===== config.mk =====
export PLATFORM = sky130hd
export DESIGN_NAME = uart_tx_scheduler
export DESIGN_NICKNAME = d
export VERILOG_FILES = /design/src/rtl/uart_ctrl_pkg.sv /design/src/rtl/uart_tx_scheduler_rr_select.sv /design/src/rtl/uart_tx_scheduler.sv
export SDC_FILE = /design/constraint.sdc
export NUM_CORES = 1
export LEC_CHECK = 0
export ABC_AREA = 1
export CAP_MARGIN = 20
export CORE_UTILIZATION = 30
export CTS_CLUSTER_DIAMETER = 30
export CTS_CLUSTER_SIZE = 25
export DETAILED_ROUTE_END_ITERATION = 10
export PLACE_DENSITY_LB_ADDON = 0.1
export REMOVE_ABC_BUFFERS = 1
export SYNTH_ARGS = -nofsm -noshare
export SYNTH_HDL_FRONTEND = slang
export SYNTH_SLANG_ARGS = --single-unit

===== constraint.sdc =====
create_clock -name clk -period 3.6 [get_ports clk]
set_input_delay 0.72 -clock clk [delete_from_list [all_inputs] [get_ports clk]]
set_output_delay 0.72 -clock clk [all_outputs]
set_load 0.02 [all_outputs]

===== src/rtl/uart_ctrl_pkg.sv =====
// Shared definitions for the UART transmit scheduler: FSM encoding, baud codes
// and the default busy-rise timeout.
package uart_ctrl_pkg;

  typedef enum logic [1:0] {
    IDLE      = 2'd0,
    ISSUE     = 2'd1,
    WAIT_BUSY = 2'd2,
    WAIT_DONE = 2'd3
  } state_t;

  localparam logic [2:0] BAUD_0 = 3'd0;
  localparam logic [2:0] BAUD_1 = 3'd1;
  localparam logic [2:0] BAUD_2 = 3'd2;
  localparam logic [2:0] BAUD_3 = 3'd3;
  localparam logic [2:0] BAUD_4 = 3'd4;
  localparam logic [2:0] BAUD_5 = 3'd5;
  localparam logic [2:0] BAUD_6 = 3'd6;
  localparam logic [2:0] BAUD_7 = 3'd7;

  localparam int DEFAULT_TIMEOUT = 64;

endpackage


===== src/rtl/uart_tx_scheduler_rr_select.sv =====
// Combinational round-robin picker: first set req_valid bit at or above rr_ptr,
// wrapping around to bit 0.
module rr_select #(
  parameter int N_REQ = 4,
  parameter int PW    = $clog2(N_REQ)
) (
  input  logic [N_REQ-1:0] req_valid,
  input  logic [PW-1:0]    rr_ptr,
  output logic             any_grant,
  output logic [PW-1:0]    winner
);

  localparam logic [PW:0] N_W = (PW+1)'(N_REQ);

  logic [2*N_REQ-1:0] doubled;
  logic [N_REQ-1:0]   rotated;
  logic [PW-1:0]      offset;
  logic [PW:0]        sum;

  assign doubled = {req_valid, req_valid};

  // rotated[0] is the requester rr_ptr points at, so the lowest set bit wins.
  for (genvar gi = 0; gi < N_REQ; gi++) begin : g_rot
    assign rotated[gi] = doubled[gi + int'(rr_ptr)];
  end

  always_comb begin
    any_grant = |req_valid;
    offset    = '0;
    for (int k = N_REQ - 1; k >= 0; k--) begin
      if (rotated[k]) offset = PW'(k);
    end
    sum    = {1'b0, rr_ptr} + {1'b0, offset};
    winner = (sum >= N_W) ? (sum[PW-1:0] - N_W[PW-1:0]) : sum[PW-1:0];
  end

endmodule


===== src/rtl/uart_tx_scheduler.sv =====
// Round-robin scheduler that hands bytes from N_REQ requesters to a single UART
// transmitter, one frame at a time, with a timeout on the busy handshake.
module uart_tx_scheduler
  import uart_ctrl_pkg::*;
#(
  parameter int N_REQ   = 4,
  parameter int TIMEOUT = DEFAULT_TIMEOUT
) (
  input  logic               clk,
  input  logic               rst,
  input  logic               cfg_en,
  input  logic [2:0]         cfg_baud,
  input  logic [N_REQ-1:0]   req_valid,
  input  logic [8*N_REQ-1:0] req_data,
  output logic [N_REQ-1:0]   req_ack,
  input  logic               tx_busy,
  output logic [7:0]         tx_data,
  output logic               tx_wr,
  output logic               tx_en,
  output logic [2:0]         baud_select,
  output logic [2:0]         active_id,
  output logic               idle,
  output logic               timeout_err
);

  localparam int PW = $clog2(N_REQ);
  localparam int CW = (TIMEOUT > 2) ? $clog2(TIMEOUT) : 1;
  localparam logic [CW-1:0] CNT_TOP  = CW'(TIMEOUT - 1);
  localparam logic [PW-1:0] LAST_REQ = PW'(N_REQ - 1);

  state_t        state_reg, state_next;
  logic [PW-1:0] rr_ptr_reg;
  logic [CW-1:0] wait_cnt_reg;
  logic [7:0]    tx_data_reg;
  logic [2:0]    active_id_reg;
  logic [2:0]    baud_reg;
  logic          tx_en_reg;
  logic          timeout_err_reg;
  logic          warmup_reg;

  logic          any_grant;
  logic [PW-1:0] sel_winner;
  logic [7:0]    sel_data;
  logic          grant;
  logic          timeout_hit;
  logic          load_cfg;

  rr_select #(.N_REQ(N_REQ), .PW(PW)) u_rr_select (
    .req_valid (req_valid),
    .rr_ptr    (rr_ptr_reg),
    .any_grant (any_grant),
    .winner    (sel_winner)
  );

  always_comb begin
    sel_data = '0;
    for (int i = 0; i < N_REQ; i++) begin
      if (sel_winner == PW'(i)) sel_data = req_data[8*i +: 8];
    end
  end

  always_comb begin
    state_next  = state_reg;
    grant       = 1'b0;
    timeout_hit = 1'b0;
    case (state_reg)
      IDLE: begin
        // warmup_reg holds off grants for the first edge after reset release
        if (!warmup_reg && cfg_en && !tx_busy && any_grant) begin
          grant      = 1'b1;
          state_next = ISSUE;
        end
      end
      ISSUE: state_next = WAIT_BUSY;
      WAIT_BUSY: begin
        if (tx_busy) begin
          state_next = WAIT_DONE;
        end else if (wait_cnt_reg == CNT_TOP) begin
          timeout_hit = 1'b1;
          state_next  = IDLE;
        end
      end
      WAIT_DONE: if (!tx_busy) state_next = IDLE;
      default: state_next = IDLE;
    endcase
  end

  // Config is sampled on every edge that leaves the FSM in IDLE, so it takes
  // effect on IDLE entry and is frozen for the whole frame.
  assign load_cfg = (state_reg == IDLE) || (state_next == IDLE);

  always_ff @(posedge clk) begin
    if (rst) begin
      state_reg       <= IDLE;
      rr_ptr_reg      <= '0;
      wait_cnt_reg    <= '0;
      tx_data_reg     <= '0;
      active_id_reg   <= '0;
      baud_reg        <= '0;
      tx_en_reg       <= 1'b0;
      timeout_err_reg <= 1'b0;
      warmup_reg      <= 1'b1;
    end else begin
      state_reg       <= state_next;
      timeout_err_reg <= timeout_hit;
      warmup_reg      <= 1'b0;
      if (grant) begin
        tx_data_reg   <= sel_data;
        active_id_reg <= 3'(sel_winner);
        rr_ptr_reg    <= (sel_winner == LAST_REQ) ? '0 : sel_winner + 1'b1;
        wait_cnt_reg  <= '0;
      end else if (state_reg != IDLE && wait_cnt_reg != CNT_TOP) begin
        wait_cnt_reg  <= wait_cnt_reg + 1'b1;
      end
      if (load_cfg) begin
        baud_reg  <= cfg_baud;
        tx_en_reg <= cfg_en;
      end
    end
  end

  for (genvar gi = 0; gi < N_REQ; gi++) begin : g_ack
    assign req_ack[gi] = (state_reg == ISSUE) && (active_id_reg == 3'(gi));
  end

  assign tx_wr       = (state_reg == ISSUE);
  assign idle        = (state_reg == IDLE);
  assign tx_data     = tx_data_reg;
  assign active_id   = active_id_reg;
  assign baud_select = baud_reg;
  assign tx_en       = tx_en_reg;
  assign timeout_err = timeout_err_reg;

endmodule


==> Yosys cells after proc, flatten, opt, wreduce, memory -nomap -nowiden <==
Index checks and enable logic that the tools add are counted.
{ "totals": {"ff_bits": 26, "inputBits": 43, "output_inout_bits": 22, "word_cells": 79} }
{ "op_classes": {"add_sub_neg": 6, "magnitude_cmp": 4, "n_eq_ne": 11, "muxes": 29, "bitwise_logic": 1, "reduce_logical": 19} }
{ "op_table": {"columns": ["operator", "count"], "rows": [
  ["< comparator 32 x 5 -> 1 bit, second input constant", 3],
  ["2-to-1 mux 8 bit", 4],
  ["2-to-1 mux 2 bit", 9],
  ["equality test 2 bit, second input constant", 6],
  ["2-to-1 mux 1 bit", 11],
  ["binary-select mux 1 bit (select 3 bit)", 3],
  ["logical AND 1 bit", 8],
  ["one-hot mux 2 bit (4 select lines)", 1],
  ["adder 2 x 2 -> 3 bit, first input constant", 2],
  ["adder 6 x 1 -> 6 bit, second input constant", 1],
  ["equality test 2 x 1 -> 1 bit, second input constant", 3],
  ["equality test 6 bit, second input constant", 1],
  ["zero test 2 bit", 3],
  ["!= test 6 bit, second input constant", 1],
  ["< comparator 2 x 4 -> 1 bit, second input constant", 1],
  ["OR reduction 4 bit", 1],
  ["adder 1 x 2 -> 3 bit, first input constant", 1],
  ["zero test 3 bit", 1],
  ["OR reduction 3 bit", 1],
  ["adder 2 x 1 -> 2 bit, second input constant", 1],
  ["adder 2 bit", 1],
  ["binary-select mux 1 bit (select 2 bit)", 1],
  ["zero test 1 bit", 2],
  ["nonzero test 2 bit", 1],
  ["other kinds (3)", 3]
]} }

==> Depth between registers and ports, before layout <==
Gate-level depths: netlist (run 1).
{ "logic_depth": {"ltp_word": 14, "ltp_mapped": 19, "mapped_depth_nobuf": 18} }

==> Cells and area by module <==
Synthesis (run 1) repeated with hierarchy kept, for this count alone.
{ "hier_totals": {"hier_cells": 260, "area_unflattened_um2": 1601.5} }
{ "modules_own_cells": {"columns": ["mod", "instances", "cells_per_inst", "area_per_inst_um2", "seq_area_each_um2"], "rows": [
  ["uart_tx_scheduler", 1, 223, 1420.1, 520.5],
  ["rr_select", 1, 37, 181.4, 0.0]
]} }

==> Worst setup path after synthesis (run 1) <==
Ideal clock, no wire load.
{ "synth_path": {"path_kind": "in2reg", "from": "input port req_valid[1]", "to": "register tx_data_reg[6] (netlist: tx_data[6])", "setup_time_ns": 0.121, "arrival_ns": 2.546, "t_required_ns": 3.479, "slack_ns": 0.933, "stages": 16, "n_path_buf": 1, "cell_sequence": "nand2_1 nand3_1 nand2_1 nand3_1 a21boi_0 ha_1 xor2_1 inv_1 nand3_1 nand2_1 ha_1 clkinv_1 clkbuf_1 nand2_1 o221ai_1 nand2_1"} }
{ "synth_between": {"elab_chain_cells": 13, "word_cells_on_any_way": 28, "classes_between": "1 x add/sub; 3 x eq/ne; 21 x mux; 3 x reduce/logical"} }
{ "synth_lines": {"columns": ["item", "line", "source"], "rows": [
  ["start, declared", "uart_tx_scheduler.sv:13", "input logic [N_REQ-1:0] req_valid,"],
  ["binary-select mux 1 bit (select 3 bit)", "uart_tx_scheduler_rr_select.sv:24", "assign rotated[gi] = doubled[gi + int'(rr_ptr)];"],
  ["2-to-1 mux 1 bit (not written as such) (2 in series)", "uart_tx_scheduler_rr_select.sv:24", null],
  ["2-to-1 mux 2 bit (3 in series)", "uart_tx_scheduler_rr_select.sv:31", "if (rotated[k]) offset = PW'(k);"],
  ["2-to-1 mux 2 bit (*)", "uart_tx_scheduler_rr_select.sv:31", null],
  ["adder 2 bit (*)", "uart_tx_scheduler_rr_select.sv:33", "sum = {1'b0, rr_ptr} + {1'b0, offset};"],
  ["via sel_winner[1]", "uart_tx_scheduler.sv:42", "logic [PW-1:0] sel_winner;"],
  ["zero test 2 bit", "uart_tx_scheduler.sv:58", "if (sel_winner == PW'(i)) sel_data = req_data[8*i +: 8];"],
  ["2-to-1 mux 8 bit (3 in series)", "uart_tx_scheduler.sv:58", null],
  ["2-to-1 mux 8 bit (*)", "uart_tx_scheduler.sv:58", null],
  ["end signal, assigned", "uart_tx_scheduler.sv:108", "tx_data_reg <= sel_data;"],
  ["end, declared", "uart_tx_scheduler.sv:34", "logic [7:0] tx_data_reg;"]
]} }
The timed path passes the listed nets; every way through them passes the cells marked *. The select of a mux whose other input is x is not followed.
A chain may end at the register's enable or synchronous reset.

==> Worst setup path in the final report (run 1) <==
{ "layout_path": {"from": "input port req_valid[1]", "to": "register tx_data_reg[3] (netlist: tx_data[3])"} }
Same word-level chain as after synthesis.

==> results_dict.tcl, run 1 <==
set metrics [dict create \
    setup_viol 0 \
    grt_pass1_vias 1451 \
    mostFrequentLayoutCells "nand2_1, clkdlybuf4s50_1, nand3_1" \
    rsz0062_at_grt "false" \
    synth_mux_area_share_pct 0 \
    ff2ff_path_depth 14 \
    synth_edf_count 0 \
    final_common_cell "nand2_1" \
    critPathMaxFanout 17 \
    cp.depth 14 \
    layout.nets 346 \
    timing.max_cap.violations 0 \
    r2r_slack_ns 0.84 \
    die_area_sq_um 5670 \
    netlist.area_leader.share_pct 32.3 \
    die_w_microns 75.3 \
    rows 26 \
    grt-ovfl-total 0 \
    internal_power_w 0.000586 \
    cts_resized 0 \
    drt-wirelength-per-cell_microns 11.0 \
    hp-class "reg2reg" \
    cellPowerDensity_nw_per_um2 367 \
    drtAntennaViolNets 0 \
    die_y_microns 75.3 \
    p_clk_share_pct 28.2 \
    required_ns 3.77 \
    p_leak_nw 1.04 \
    synthSimpleGateAreaFrac_pct 39.3 \
    antenna_cells 0 \
    synthAdderAreaFrac_pct 5.43 \
    grt_pass1_wl_mm 6.38 \
    drc_errors 0 \
    hp-start "tx_data[2]$_SDFFE_PP0P_" \
    synth_top_cell_by_area "dfxtp_1" \
    synth_cell_types 31 \
    cts_tree "yes" \
    synth_ff_type "dfxtp_1" \
    wl_mm 4.03 \
    period_share_pct 83.3 \
    numCtsBuffers 3 \
    synth_cells 235 \
    io_pins 65 \
    largest_register_ffs 8 \
    cp-start-kind "primary input" \
    h-tree-depth 1 \
    synth_top_family_by_area "simple AND/OR/NAND/NOR gates" \
    place_congestion 0.775 \
    path_clk_slew_ns 0.10 \
    hold_viol_final 0 \
    coreArea_sq_um 5140 \
    slew_headroom_pct 62.0 \
    place_ws_ns 0.317 \
    ir_drop_uv 239 \
    outcome "complete, no violations" \
    critPathKind "in2reg" \
    yosysWarnings 0 \
    critPathArrivalTime_ns 3.17 \
    netlist_area_sq_um 1610 \
    fin_crit_ns 3.00 \
    post-dp-hpwl_mm 3.01 \
    insertion_delay_ns 0.27 \
    p_seq_share_pct 36.5 \
    ys_ff_latch 26 \
    p_sw_share_pct 32.1 \
    setup_slack_ns 0.601 \
    avgSynthCellArea_sq_um 6.86 \
    area_growth_pct 45.7 \
    clock_skew_ns 0.00622 \
    clock_path_buffers 2 \
    start_util_pct 31.4 \
    tightest_slew_ns 0.571 \
    timing.fmax_mhz 333 \
    synth_area_leaders "dfxtp_1, nand2_1, nand3_1, inv_1, ha_1" \
    synth_xor_xnor_area_share_pct 0.543 \
    r2r_end "tx_data[3]$_SDFFE_PP0P_" \
    switchingPower_w 0.000276 \
    clockRootBuffer "clkbuf_8" \
    holdPathEnd "tx_data[2]$_SDFFE_PP0P_" \
    drt_iter0_drc 62 \
    numClockSinks 26 \
    critPathTopFamily "buffers and inverters" \
    ys_seq_area_share_pct 32.3 \
    grt_start_max_net_pins 18 \
    worstPathCellList "clkdlybuf4s50_1, nand2_1, nand3_1, nand2_1, nand3_1, a21boi_0, ha_1, xor2_1, nand2_1, nand2_1, ha_1, clkinv_1, o221ai_1, nand2_1" \
    viasPerCell 4.42 \
    grt_antenna_before_repair 0 \
    vias 1612 \
    cp_common_cell "nand2_1" \
    fin_setup_tns_ns 0 \
    fin_area_sq_um 2350 \
    finalNonFillerCells 365 \
    synth-compound-area-share_pct 11.0 \
    critPathMaxStageDelay_ns 0.44 \
    postSynth.asyncResetShare_pct 0 \
    power_frac_comb_pct 35.3 \
    post_cts_buffers 0 \
    crit_path_end_kind "flop" \
    drv_slew 0 \
    r2r-start "rr_ptr_reg[0]$_SDFFE_PP0P_" \
    critPathBufInv 2 \
    dr.pass1.iters 4 \
    cp_slowest_cell "clkdlybuf4s50_1" \
    port_buffers 63 \
    dp_cells 361 \
    min_path_cells 2 \
    place_area_sq_um 2280 \
    drive_above_1_share_pct 6.44 \
    ctsHoldBuffers 0 \
    grt_usage_pct 14.5 \
]
-- cell families after synthesis --
kind of cell	Yosys count
AO/OA/AOI/OAI	29
buffers and inverters	39
AND/OR/NAND/NOR	132
flip-flops	26
other	1
XOR/XNOR	1
adder cells (fa/ha/maj)	7
-- how the worst max path moves through the flow --
| stage | startpoint | endpoint | slack (ns) |
|---|---|---|---|
| detailed placement | req_valid[1] | tx_data[6]$_SDFFE_PP0P_ | 0.32 |
| floorplan | req_valid[1] | tx_data[0]$_SDFFE_PP0P_ | 0.95 |
| global placement | req_valid[2] | tx_data[3]$_SDFFE_PP0P_ | 0.37 |
| CTS | req_valid[1] | tx_data[6]$_SDFFE_PP0P_ | 0.62 |
| finish | req_valid[1] | tx_data[3]$_SDFFE_PP0P_ | 0.60 |
| global route | req_valid[0] | tx_data[5]$_SDFFE_PP0P_ | 0.31 |
-- synth_stat cells (all sizes together) (3+ instances only) --
master,n
nand3,30
nor2,7
o221ai,8
clkbuf,3
nand3b,5
o21ai,4
a21oi,16
buf,5
dfxtp,26
nand2,82
ha,7
inv,30
nor3,6
-- metrics by stage --
| step | power (W) | hold WS [ns] | util (%) |
|---|---|---|---|
| 3_5_place_dp | 0.000626 | 0.442 | 44.3 |
| 6_report | 0.000862 | 0.455 | 45.7 |
| 2_1_floorplan | 0.000504 | 0.421 | - |
| 4_1_cts | 0.000876 | 0.460 | 45.7 |
| 3_3_place_gp | 0.000629 | 0.435 | 44.3 |
| 5_1_grt | 0.000928 | 0.482 | 45.7 |
-- routing by layer --
metal	wire (microns)	vias to the layer above	GRT usage, %
met5	0	-	0
met4	22	0	1.85
met3	235	2	3.04
met1	1980	692	18.8
met2	1790	37	25.6
li1	-	881	-
-- power groups by stage --
stage	Sequential [W]	Clock (W)	Combinational (W)
CTS	0.000315	0.000255	0.000306
global route	0.000317	0.000265	0.000345
detailed placement	0.000322	0	0.000305
floorplan	0.000333	0	0.000171
finish	0.000315	0.000243	0.000305
global placement	0.000322	0	0.000307
-- cell type report --
type                            count  area [sq um]
Clock buffer                        3          41.3
Clock inverter                      1          30.0
Fill cell                         588          2790
Inverter                           31           121
Multi-Input combinational cell    170           911
Sequential cell                    26           520
Tap cell                           70          87.6
Timing Repair Buffer               64           638
-- worst register-to-register path, cell delays in order, from the launching register on --
cell and delay [ns]:
dfxtp_1 0.46, ha_1 0.30, inv_1 0.09, nand3_1 0.09, nand3_1 0.09, a21boi_0 0.09
ha_1 0.19, xor2_1 0.15, inv_1 0.06, nand3_1 0.07, nand2_1 0.13, ha_1 0.16
clkinv_1 0.36, o221ai_1 0.35, nand2_1 0.07
Power figures use the tool's default switching activity.
==> inputs of run 2 (changes only) <==
clock period = 3 ns   (was 3.6 ns; I/O delays follow)
==> run 2 against run 1 <==
Compared with the run above: setup slack worse by 0.34 ns; largest cell class unchanged; critical endpoint is now tx_data[5]$_SDFFE_PP0P_; clock skew down 0.0042 ns; clock-buffer cell count unchanged; critical path type unchanged.
==> results_dict.tcl, run 2 (synthesis gave the netlist of run 1 again) <==
set metrics [dict create \
    outcome "complete, no violations" \
    start_util_pct 31.4 \
    coreArea_sq_um 5140 \
    drt_iter0_drc 85 \
    drt-wirelength-per-cell_microns 11.4 \
    cp_common_cell "nand2_1" \
    grt_usage_pct 15.1 \
    cp_slowest_cell "clkdlybuf4s50_1" \
    grt-ovfl-total 0 \
    numCtsBuffers 3 \
    timing.fmax_mhz 365 \
    critPathMaxFanout 8 \
    path_clk_slew_ns 0.09 \
    rsz0062_at_grt "false" \
    h-tree-depth 1 \
    insertion_delay_ns 0.27 \
    drv_slew 0 \
    largest_register_ffs 8 \
    clock_path_buffers 2 \
    highest_layer "met4" \
    area_growth_pct 45.8 \
    wl_met3_microns 244 \
    clock_skew_ns 0.00201 \
    worstPathCellList "clkdlybuf4s50_1, nand2_1, nand3_1, nand3_1, a21boi_1, ha_1, xor2_1, inv_1, nand3_1, nand2_1, inv_1, ha_1, buf_4, nand2_1, a21oi_1, o221ai_1, nand2_1" \
    timing.max_cap.violations 0 \
    wl_met2_mm 1.87 \
    ir_drop_uv 156 \
    clockRootBuffer "clkbuf_8" \
    crit_path_end_kind "flop" \
    drive_above_1_share_pct 8.05 \
    die_area_sq_um 5670 \
    critPathArrivalTime_ns 2.96 \
    io_pins 65 \
    drc_errors 0 \
    fin_crit_ns 2.74 \
    cts_tree "yes" \
    die_y_microns 75.3 \
    die_w_microns 75.3 \
    layout.nets 350 \
    critPathKind "in2reg" \
    grt_start_max_net_pins 14 \
    dr.pass1.iters 4 \
    cp-start-kind "primary input" \
    grt_antenna_before_repair 0 \
    place_area_sq_um 2310 \
    fin_area_sq_um 2350 \
    numClockSinks 26 \
    mostFrequentLayoutCells "nand2_1, clkdlybuf4s50_1, nand3_1" \
    critPathMaxStageDelay_ns 0.50 \
    fin_setup_tns_ns 0 \
    required_ns 3.22 \
    cellPowerDensity_nw_per_um2 409 \
    setup_viol 0 \
    viasPerCell 4.51 \
    hp-class "reg2reg" \
    grt_pass1_wl_mm 6.55 \
    finalNonFillerCells 368 \
    vias 1660 \
    ctsHoldBuffers 0 \
    p_leak_nw 1.04 \
    dp_cells 365 \
    grt_pass1_vias 1475 \
    final_common_cell "nand2_1" \
    drtAntennaViolNets 0 \
    port_buffers 63 \
    hold_viol_final 0 \
    final_util_pct 45.8 \
    wl_mm 4.20 \
    place_ws_ns -0.142 \
    place_congestion 0.762 \
    m1WireLength_mm 2.06 \
    period_share_pct 91.4 \
    post-dp-hpwl_mm 3.27 \
    setup_slack_ns 0.259 \
    rows 26 \
    antenna_cells 0 \
]
-- run 2: cell types whose count changed in the layout (fill, tap and decap cells not counted), sizes merged --
cell	before	now
bufinv	1	0
buf	1	5
-- run 2: stage by stage --
step	hold WS, ns	power [W]
after detailed placement	0.438	0.000769
after global routing	0.473	0.00103
after floorplan	0.421	0.000605
after global placement	0.437	0.000767
final	0.446	0.000962
after CTS	0.451	0.000976
-- run 2: report_power, final --
| part | switching, W | internal, W |
|---|---|---|
| combinational | 0.000208 | 0.000176 |
| clock | 0.000109 | 0.0000901 |
| sequential | 0.0000141 | 0.000364 |
-- run 2: repair_timing --
action | 4_1_cts | 5_1_grt
resized for setup | 0 | 3
setup endpoints to repair | 0 | 8
buffers inserted | 0 | 0
-- run 2: layout make-up --
class / instances / area, sq um
fillers: 539 / 2790
flip-flops and latches: 26 / 520
inverters: 31 / 121
clock buffers: 3 / 41.3
repair buffers: 68 / 668
multi-input cells: 170 / 913
well taps: 70 / 87.6
-- run 2: metal layers --
| metal | vias up | track usage [%] |
|---|---|---|
| met4 | 0 | 3.70 |
| met3 | 4 | 3.57 |
| met2 | 41 | 26.1 |
| met1 | 727 | 19.0 |
| met5 | - | 0 |
| li1 | 888 | - |
-- run 2: worst max-delay path, delay by kind of cell --
family	cells	cell delay, ns
simple gates	7	0.58
fa+ha+maj	2	0.34
compound gates	3	0.43
xor+xnor	1	0.18
buf+inv	4	0.82
-- run 2: final timing paths --
path / cells past startpoint / end / start / slack [ns]
max reg2reg: 17 / tx_data[5]$_SDFFE_PP0P_ / rr_ptr_reg[0]$_SDFFE_PP0P_ / 0.38
min: 2 / wait_cnt_reg[4]$_SDFFE_PP0P_ / wait_cnt_reg[4]$_SDFFE_PP0P_ / 0.45
min reg2reg: 2 / wait_cnt_reg[4]$_SDFFE_PP0P_ / wait_cnt_reg[4]$_SDFFE_PP0P_ / 0.45
max: 17 / tx_data[5]$_SDFFE_PP0P_ / req_valid[2] / 0.26
==> inputs of run 3 (changes only) <==
CELL_PAD_IN_SITES_DETAIL_PLACEMENT = 0   (was default)
CELL_PAD_IN_SITES_GLOBAL_PLACEMENT = 1   (was default)
CTS_BUF_LIST = sky130_fd_sc_hd__clkbuf_4   (was default)
==> run 3 against run 2 <==
Compared with the run above: die area stayed put; sequential power about the same; core utilization up 0.29 points; first-iteration DRC count down 7.1%; routed wire length down 5.2%; sequential cell count unchanged; highest routed layer unchanged; hold slack better by 0.015 ns; sequential share of layout area decreased by 0.14 points.
==> results_dict.tcl, run 3 (synthesis gave the netlist of run 1 again) <==
set metrics [dict create \
    outcome "complete, no violations" \
    grt_usage_pct 15.8 \
    die_y_microns 75.3 \
    coreArea_sq_um 5140 \
    cp_slowest_cell "clkdlybuf4s50_1" \
    drc_errors 0 \
    wl_mm 3.99 \
    numCtsBuffers 3 \
    p_clk_share_pct 16.0 \
    switchingPower_w 0.000324 \
    worstPathCellList "clkdlybuf4s50_1, nand2_1, nand3_1, nand3_1, a21boi_0, ha_1, xor2_1, inv_1, nand3_1, nand2_2, inv_2, ha_1, buf_4, nand2_1, a21oi_1, o221ai_1, nand2_1" \
    grt_antenna_before_repair 0 \
    path_clk_slew_ns 0.14 \
    setup_viol 0 \
    io_pins 65 \
    layout.nets 352 \
    clockRootBuffer "clkbuf_4" \
    grt_pass1_wl_mm 6.96 \
    cts_tree "yes" \
    internal_power_w 0.000606 \
    ff2ff_path_depth 17 \
    largest_register_ffs 8 \
    p_leak_nw 1.05 \
    drt_iter0_drc 79 \
    critPathMaxStageDelay_ns 0.49 \
    final_common_cell "nand2_1" \
    area_growth_pct 46.8 \
    critPathArrivalTime_ns 2.96 \
    rows 26 \
    drtAntennaViolNets 0 \
    mostFrequentLayoutCells "nand2_1, clkdlybuf4s50_1, nand3_1" \
    globalRouteMet3Util_pct 3.44 \
    clock_path_buffers 2 \
    place_area_sq_um 2340 \
    cellPowerDensity_nw_per_um2 393 \
    fin_setup_tns_ns 0 \
    numClockSinks 26 \
    hold_viol_final 0 \
    post_cts_buffers 0 \
    r2r_end "tx_data[5]$_SDFFE_PP0P_" \
    crit_path_end_kind "flop" \
    p_sw_share_pct 34.9 \
    ir_drop_uv 273 \
    r2r-start "rr_ptr_reg[0]$_SDFFE_PP0P_" \
    antenna_cells 0 \
    drv_slew 0 \
    grt.met1_usage_pct 19.6 \
    die_w_microns 75.3 \
    period_share_pct 89.3 \
    die_area_sq_um 5670 \
    power_frac_comb_pct 43.4 \
    cp-start-kind "primary input" \
    timing.fmax_mhz 373 \
    place_congestion 0.799 \
    insertion_delay_ns 0.32 \
    fin_area_sq_um 2370 \
    finalPower_w 0.000930 \
    grt_busiest_layer "met2" \
    required_ns 3.28 \
    grt-ovfl-total 0 \
    dr.pass1.iters 4 \
    p_seq_share_pct 40.7 \
    gr-usage-met2_pct 28.8 \
    hp-start "tx_data[5]$_SDFFE_PP0P_" \
    vias 1641 \
    start_util_pct 31.4 \
    grt_pass1_vias 1604 \
    min_path_cells 2 \
    drive_above_1_share_pct 9.30 \
    fin_crit_ns 2.68 \
    holdPathEnd "tx_data[5]$_SDFFE_PP0P_" \
    rsz0062_at_grt "false" \
    drt-wirelength-per-cell_microns 10.7 \
    critPathKind "in2reg" \
    h-tree-depth 1 \
    timing.max_cap.violations 0 \
    hp-class "reg2reg" \
    clock_skew_ns 0.0107 \
    critPathMaxFanout 8 \
    grt_start_max_net_pins 17 \
    r2r_slack_ns 0.35 \
    port_buffers 63 \
    viasPerCell 4.42 \
    post-dp-hpwl_mm 3.19 \
]
-- run 3: changes by cell type in the layout (fill, tap and decap cells not counted), sizes merged --
cell	before	now
buf	5	7
clkinv	1	2
-- run 3: repair_timing --
item / 4_1_cts / 5_1_grt
endpoints found under the setup margin: 0 / 7
resized for setup: 0 / 4
hold buffers: 0 / 0
-- run 3: cell type report --
class	instances	area, sq um
inverter	31	121
tap	70	87.6
timing repair buffer	70	696
clock inverter	1	3.75
sequential	26	520
multi-input combinational	170	916
clock buffer	3	22.5
fill	575	2770
-- run 3: how the worst max path moves through the flow --
stage | from | to | slack (ns) | depth (start not counted)
final | req_valid[2] | tx_data[5]$_SDFFE_PP0P_ | 0.32 | 17
after global routing | req_valid[0] | tx_data[4]$_SDFFE_PP0P_ | 0.03 | 18
after CTS | rr_ptr_reg[0]$_SDFFE_PP0P_ | tx_data[5]$_SDFFE_PP0P_ | 0.25 | 17
after detailed placement | req_valid[2] | tx_data[5]$_SDFFE_PP0P_ | -0.11 | 16
after global placement | req_valid[2] | tx_data[4]$_SDFFE_PP0P_ | -0.06 | 16
after floorplan | req_valid[1] | tx_data[0]$_SDFFE_PP0P_ | 0.47 | 17
-- run 3: per-stage QoR --
| stage | utilization [%] | setup WS (ns) | hold slack [ns] | cells |
|---|---|---|---|---|
| 2_1_floorplan | - | 0.475 | 0.421 | 227 |
| 3_3_place_gp | 45.4 | -0.0587 | 0.437 | 367 |
| 3_5_place_dp | 45.4 | -0.113 | 0.441 | 367 |
| 4_1_cts | 46.0 | 0.249 | 0.462 | 371 |
| 5_1_grt | 46.1 | 0.0319 | 0.479 | 371 |
| 6_report | 46.1 | 0.321 | 0.461 | 371 |
-- run 3: critical path, delay by kind of cell --
kind	cells	cell delay [ns]
AO/OA/AOI/OAI	3	0.46
adder cells (fa/ha/maj)	2	0.35
buffers and inverters	4	0.77
AND/OR/NAND/NOR	7	0.60
XOR/XNOR	1	0.17
-- run 3: power groups by stage --
stage / registers (W) / logic, W / clock network (W)
after detailed placement: 0.000386 / 0.000400 / 0
final: 0.000378 / 0.000403 / 0.000149
after floorplan: 0.000400 / 0.000205 / 0
after global placement: 0.000386 / 0.000402 / 0
after CTS: 0.000379 / 0.000401 / 0.000164
after global routing: 0.000382 / 0.000458 / 0.000179
-- run 3: layer usage --
layer / wire (microns) / vias to the layer above
met5: 0 / -
met4: 16 / 0
met3: 206 / 2
met2: 1900 / 36
met1: 1860 / 705
li1: - / 898
